$ cat src/rtl/control_banda.sv
// Pipeline sequencer: per-stage load enables and valid bits, consumer back-pressure,
// flush and drain handling, plus a saturating completed-result counter.
module control_banda #(
  parameter int STAGES = 3,
  parameter int CNT_W  = 8
) (
  input  logic              clk_i,
  input  logic              clear_i,
  input  logic              in_valid_i,
  output logic              in_ready_o,
  output logic              out_valid_o,
  input  logic              out_ready_i,
  input  logic              flush_i,
  input  logic              drain_i,
  output logic [STAGES-1:0] stage_load_o,
  output logic [STAGES-1:0] stage_valid_o,
  output logic              busy_o,
  output logic              drain_done_o,
  output logic [CNT_W-1:0]  done_count_o,
  output logic              count_sat_o
);

  typedef enum logic [1:0] {IDLE, RUN, DRAIN} state_t;

  state_t              state_q;
  logic [STAGES-1:0]   stageValid_q;
  logic [STAGES-1:0]   stageValid_d;
  logic [STAGES-1:0]   move;
  logic [STAGES-1:0]   upstream;
  logic                drainDone_q;
  logic [CNT_W-1:0]    doneCount_q;
  logic [CNT_W-1:0]    doneCount_d;
  logic                countSat_q;
  logic                accept;
  logic                handshake;

  // A stage may advance when it is empty or everything below it advances,
  // so bubbles collapse even while the consumer stalls.
  always_comb begin
    move     = '0;
    upstream = '0;
    move[STAGES-1] = ~stageValid_q[STAGES-1] | out_ready_i;
    for (int i = STAGES - 2; i >= 0; i--) begin
      move[i] = ~stageValid_q[i] | move[i+1];
    end
    in_ready_o  = clear_i & move[0] & ~flush_i & (state_q != DRAIN) & ~drain_i;
    accept      = in_valid_i & in_ready_o;
    upstream[0] = accept;
    for (int i = 1; i < STAGES; i++) begin
      upstream[i] = stageValid_q[i-1];
    end
    stage_load_o = (clear_i && !flush_i) ? (move & upstream) : '0;
    stageValid_d = flush_i ? '0 : ((move & upstream) | (~move & stageValid_q));
    handshake    = stageValid_q[STAGES-1] & out_ready_i;
    doneCount_d  = (handshake && !(&doneCount_q)) ? doneCount_q + 1'b1 : doneCount_q;
  end

  always_ff @(posedge clk_i) begin
    if (!clear_i) begin
      state_q      <= IDLE;
      stageValid_q <= '0;
      drainDone_q  <= 1'b0;
      doneCount_q  <= '0;
      countSat_q   <= 1'b0;
    end else begin
      stageValid_q <= stageValid_d;
      doneCount_q  <= doneCount_d;
      countSat_q   <= countSat_q | (&doneCount_d);
      drainDone_q  <= 1'b0;
      case (state_q)
        IDLE: begin
          if (drain_i) begin
            drainDone_q <= 1'b1;
          end else if (accept) begin
            state_q <= RUN;
          end
        end
        RUN: begin
          if (!flush_i && drain_i) begin
            state_q <= DRAIN;
          end else if (stageValid_d == '0 && !accept) begin
            state_q <= IDLE;
          end
        end
        DRAIN: begin
          // A flush also terminates the drain, so the pulse still fires.
          if (flush_i || stageValid_d == '0) begin
            state_q     <= IDLE;
            drainDone_q <= 1'b1;
          end
        end
        default: state_q <= IDLE;
      endcase
    end
  end

  assign out_valid_o   = stageValid_q[STAGES-1];
  assign stage_valid_o = stageValid_q;
  assign busy_o        = (state_q != IDLE);
  assign drain_done_o  = drainDone_q;
  assign done_count_o  = doneCount_q;
  assign count_sat_o   = countSat_q;

endmodule

$ cat config.mk
export PLATFORM = sky130hd
export DESIGN_NAME = control_banda
export DESIGN_NICKNAME = d
export VERILOG_FILES = /design/src/rtl/control_banda.sv
export SDC_FILE = /design/constraint.sdc
export NUM_CORES = 1
export LEC_CHECK = 0
export BUFFER_PORTS_ARGS = -buffer_cell sky130_fd_sc_hd__buf_2
export CORE_MARGIN = 4
export CORE_UTILIZATION = 50
export DETAILED_ROUTE_END_ITERATION = 12
export GPL_ROUTABILITY_DRIVEN = 0
export MAX_ROUTING_LAYER = met4
export PLACE_DENSITY = 0.9
export SKIP_LAST_GASP = 1
export SYNTH_ARGS = -nofsm -noshare
export SYNTH_HDL_FRONTEND = slang
export SYNTH_SLANG_ARGS = --single-unit
$ cat constraint.sdc
create_clock -name clk_i -period 4.9 [get_ports clk_i]
set_clock_uncertainty 0.1 [all_clocks]
set_input_delay 0.245 -clock clk_i [delete_from_list [all_inputs] [get_ports clk_i]]
set_output_delay 0.245 -clock clk_i [all_outputs]
set_load 0.005 [all_outputs]
Word-level counts from Yosys, hierarchy flattened. Cells that the tools add are included.

Input port bits: 6. Register bits: 15. Output and inout bits: 19. Logic and storage cells: 58.

Bitwise logic cells: 19. Muxes and demuxes: 12. Add/subtract/negate cells: 1. Reductions and logical operators: 14. Equal/unequal tests: 7.

Operator list (number): $reduce_and A8 Y1 (2); $mux W2 (5); $add A8 B1 Y8 const B (1); $mux W8 (1); $ne A2 B2 Y1 const B (4); $and A1 B1 Y1 (6); $and A3 B3 Y3 (2); $mux W3 (2); $pmux W2 S3 (1); $not A1 Y1 (5); $logic_and A1 B1 Y1 (4); $or A1 B1 Y1 (4); $reduce_and A4 Y1 (1); $logic_not A1 Y1 (3); $logic_not A3 Y1 (1); $ne A3 B3 Y1 const B (1); $not A3 Y3 (1); $or A3 B3 Y3 (1); $eq A2 B1 Y1 const B (1); $eq A2 B2 Y1 const B (1); $logic_not A2 Y1 (1); $mux W1 (2); $pmux W1 S2 (1); $reduce_bool A2 Y1 (1); $logic_or A1 B1 Y1 (1).

Longest topological paths before layout.
Word-level depth: 17. Mapped depth: 5. Mapped depth without buffers: 5.

Worst setup path after synthesis. Ideal clock, no wire load.

Path type: flip-flop to flip-flop. Start point: register doneCount_q[0] (netlist: done_count_o[0]). End point: register countSat_q (netlist: count_sat_o). Arrival time: 1.692 ns. Path slack: 3.012 ns. Cell stages (with the launch flop): 6. Required time: 4.704 ns. Setup time: 0.096 ns. Period minus slack after synthesis: 1.888 ns. Path buffers: 0. Cells stage by stage: dfxtp_1 -> ha_1 -> nand4_2 -> o21ai_2 -> mux2_1 -> o41ai_2.

Longest elaborated chain between the ends: 6. Elaborated cells between the ends (all ways): 7. Classes of those cells: add/sub: 1; mux: 1; bitwise: 1; reduce/logical: 4.

Ends and longest elaborated chain: from (decl) (line 31) `logic [CNT_W-1:0] doneCount_q;`; from (signal assigned) (line 67) `doneCount_q <= doneCount_d;`; branches (longest 3 deep; another with $add A8 B1 Y8); $mux W8 * (line 55) `doneCount_d = (handshake && !(&doneCount_q)) ? doneCount_q + 1'b1 : doneCount_q;`; $reduce_and A8 Y1 * (line 68) `countSat_q <= countSat_q | (&doneCount_d);`; $or A1 B1 Y1 * (line 68); to (signal assigned) (line 68); to (decl) (line 33) `logic countSat_q;`.

Mark *: on every way between the ends. A chain may end at the register's enable or synchronous reset.

Worst setup path after layout. Same ends and word-level chain as after synthesis.

==> results.md <==
* TNS Setup at 0 ns
* Synth warn at 0
* Area Growth Syn to Fin at 18.0%
* Synth top area cells: dfxtp_1 (36%), nor2_1 (5.5%), mux2i_1 (4.8%)
* Final Max Slew Viols at 0
* Overall Power at between 200 and 250 uW
* Distinct cells, synth at 40
* Unrepaired setup endpoints after global routing: no
* Hold crit path type: input pin to register
* Vias in the first global route at just over 700
* Kind of start point of the critical path: register
* Crit path max fanout at 7
* Initial antenna violation count at 0
* Hold Path End: stage_valid_o[0]
* Post-synthesis compound-gate area fraction at 0.141
* Post-synth top area share at 0.364
* Pleak at approximately 0.42 nW
* Yosys reg bits at 15
* Share of cells above drive strength 1 at 0.308
* Clk_lat worst skew at approximately 0.28 ns
* Post-Synth Adder-Cell Area at 0.0152
* Std cell rows at 14
* Main synth FF type: dfxtp_1
* TritonCTS clock tree: done
* Initial DRC Count at 25
* Top post-synthesis cells by count: dfxtp_1 (15), nor2_1 (12), nand2_1 (10)
* Routed vias at 771
* CP max-delay cell: dfxtp_1
* Worst hold path depth at 3
* Syn nets at slightly above 100
* Pin count of the biggest net entering global routing at 10
* Area share of and/or/nand/nor cells after synthesis at 0.347
* Crit path time final at 2.14 ns
* Initial Util at 0.536
* Die Span X at a little under 50 um
* Crit Reg-Reg Endpoint: count_sat_o
* Slew Limit Headroom at 0.771
* Endpoints failing setup at 0
* Power per cell area at 211 nW/um^2
* First-pass GRT wire length at approximately 3300 um
* Post-synthesis sequential area ratio at 0.364
* Gr usage total at 0.172
* Top-level I/O count at 25
* Worst R2R Path Depth at 5
* Async S/R FF share, synth at 0
* Nets at ~130
* Final wirelength at slightly below 2000 um
* Yosys top cell by area: dfxtp_1
* GRT overflow at 0
* Max Root-Sink Buffers at 2
* H-tree depth at 1
* Cell Chain, Critical Path: ha_1 > nand4_2 > o21ai_2 > mux2_1 > o41ai_2
* Clk slew on worst S/H paths at about 0.090 ns
* Reg2reg setup slack at about 2.8 ns
* Post-synthesis instance area at a little over 800 um^2
* Hold Violations, Final at 0
* Die area at about 2400 um^2
* Via density at between 5 and 6
* Slew @ Worst Pin at ~0.34 ns
* Post-CTS sizing at 0
* # hold bufs at CTS at 0
* Min-delay src: in_valid_i
* Most frequent cell after synthesis: dfxtp_1
* Worst Setup Path Type: register to register
* Final ANT Viol Nets at 0
* Mean Syn Cell Area at between 8 and 9 um^2
* Core area at about 1500 um^2
* RR Startpoint: done_count_o[0]
* N_diodes at 0
* Fraction of synthesized cell area in xor and xnor cells at 0.0318
* Port bufs at 24
* Mux cell area share after synthesis at 0.0621
* Peak VDD IR at roughly 0.00015 V
* Crit share post-route at 0.436
* Detailed Routing Iterations Pass 1 at 4
* Clock Tree Root: clkbuf_4
* DRC violations left at 0
* F_max at 468 MHz
* Synth Instances at 95
* Dpl hpwl at between 1000 and 1500 um
* WP data required at roughly 5.0 ns
* Largest stage delay, worst path at 0.44 ns
* Status: finished, final reports clean
* Critical Path Sink Type: register
* Total clock buffers created by CTS at 3
* WL/cell at approximately 14 um
* Largest family of logic cells by synthesized area: simple AND/OR/NAND/NOR gates
* Die Ht at 48.6 um
* Data arrival, critical path at about 2.2 ns
* # clock sinks at 15
* EDFF count, synth at 0
* Maxcap violations at 0
* Postcts setup bufs at 0
cell type report:
| type | count | area [um^2] |
|---|---|---|
| Multi-Input combinational cell | 73 | 493 |
| Timing Repair Buffer | 24 | 120 |
| Inverter | 4 | 15.0 |
| Fill cell | 135 | 567 |
| Clock buffer | 4 | 26.3 |
| Sequential cell | 15 | 300 |
| Tap cell | 16 | 20.0 |
power by group:
part | internal [mW] | switching, mW | total (mW)
logic | 0.00424 | 0.00604 | 0.0103
clock network | 0.0316 | 0.0406 | 0.0721
registers | 0.123 | 0.000547 | 0.123
total | 0.158 | 0.0472 | 0.206
placed cells by master, fill, tap and decap left out, types with 3 or more instances in the layout:
master     n
nor2_1    12
inv_1      3
mux2i_1    4
a21oi_1    3
nand3_1    4
xor2_1     3
dfxtp_1   15
nand2b_1   3
buf_2     24
nand2_1   10
clkbuf_4   3
metrics by stage:
step                setup slack, ns  cell area, um^2  hold slack, ns   util  std cells
finish                         2.76              975           0.138  0.632        136
global route                   2.63              975           0.146  0.632        136
CTS                            2.79              975           0.136  0.632        136
detailed placement             2.83              948           0.351  0.615        132
global placement               2.97              948           0.366  0.615        132
floorplan                      3.01              826           0.254      -         95
logic make-up after synthesis:
group / count (synthesis)
compound gates: 15
xor+xnor: 3
buf+inv: 7
mux: 5
simple gates: 49
fa+ha+maj: 1
flops: 15
worst max-delay path: cells and delay by family, from the launching register on:
| family | cells | cell delay (ns) |
|---|---|---|
| fa+ha+maj | 1 | 0.32 |
| compound gates | 2 | 0.59 |
| flops | 1 | 0.44 |
| mux | 1 | 0.37 |
| simple gates | 1 | 0.22 |
flip-flops by register name, summed over array words and instances (netlist names):
signal and flops:
done_count_o 8, stage_valid_o 3, state_q 2, count_sat_o 1, drain_done_o 1
how the worst max path moves through the flow:
stage                          from  slack (ns)          end  cells after the start
floorplan           done_count_o[0]        3.01  count_sat_o                      5
global placement    done_count_o[0]        2.97  count_sat_o                      5
detailed placement  done_count_o[0]        2.83  count_sat_o                      5
CTS                 done_count_o[0]        2.79  count_sat_o                      5
global route        done_count_o[0]        2.63  count_sat_o                      5
finish              done_count_o[0]        2.76  count_sat_o                      5
per-layer routing:
layer | part of all wire | wire length [um] | GRT usage
met3 | 0.033 | 64 | 0.0337
met2 | 0.49 | 960 | 0.285
met1 | 0.46 | 890 | 0.205
met4 | 0.017 | 34 | 0.0628
met5 | 0 | 0 | -
No activity file was read; power rests on OpenSTA's default activity.
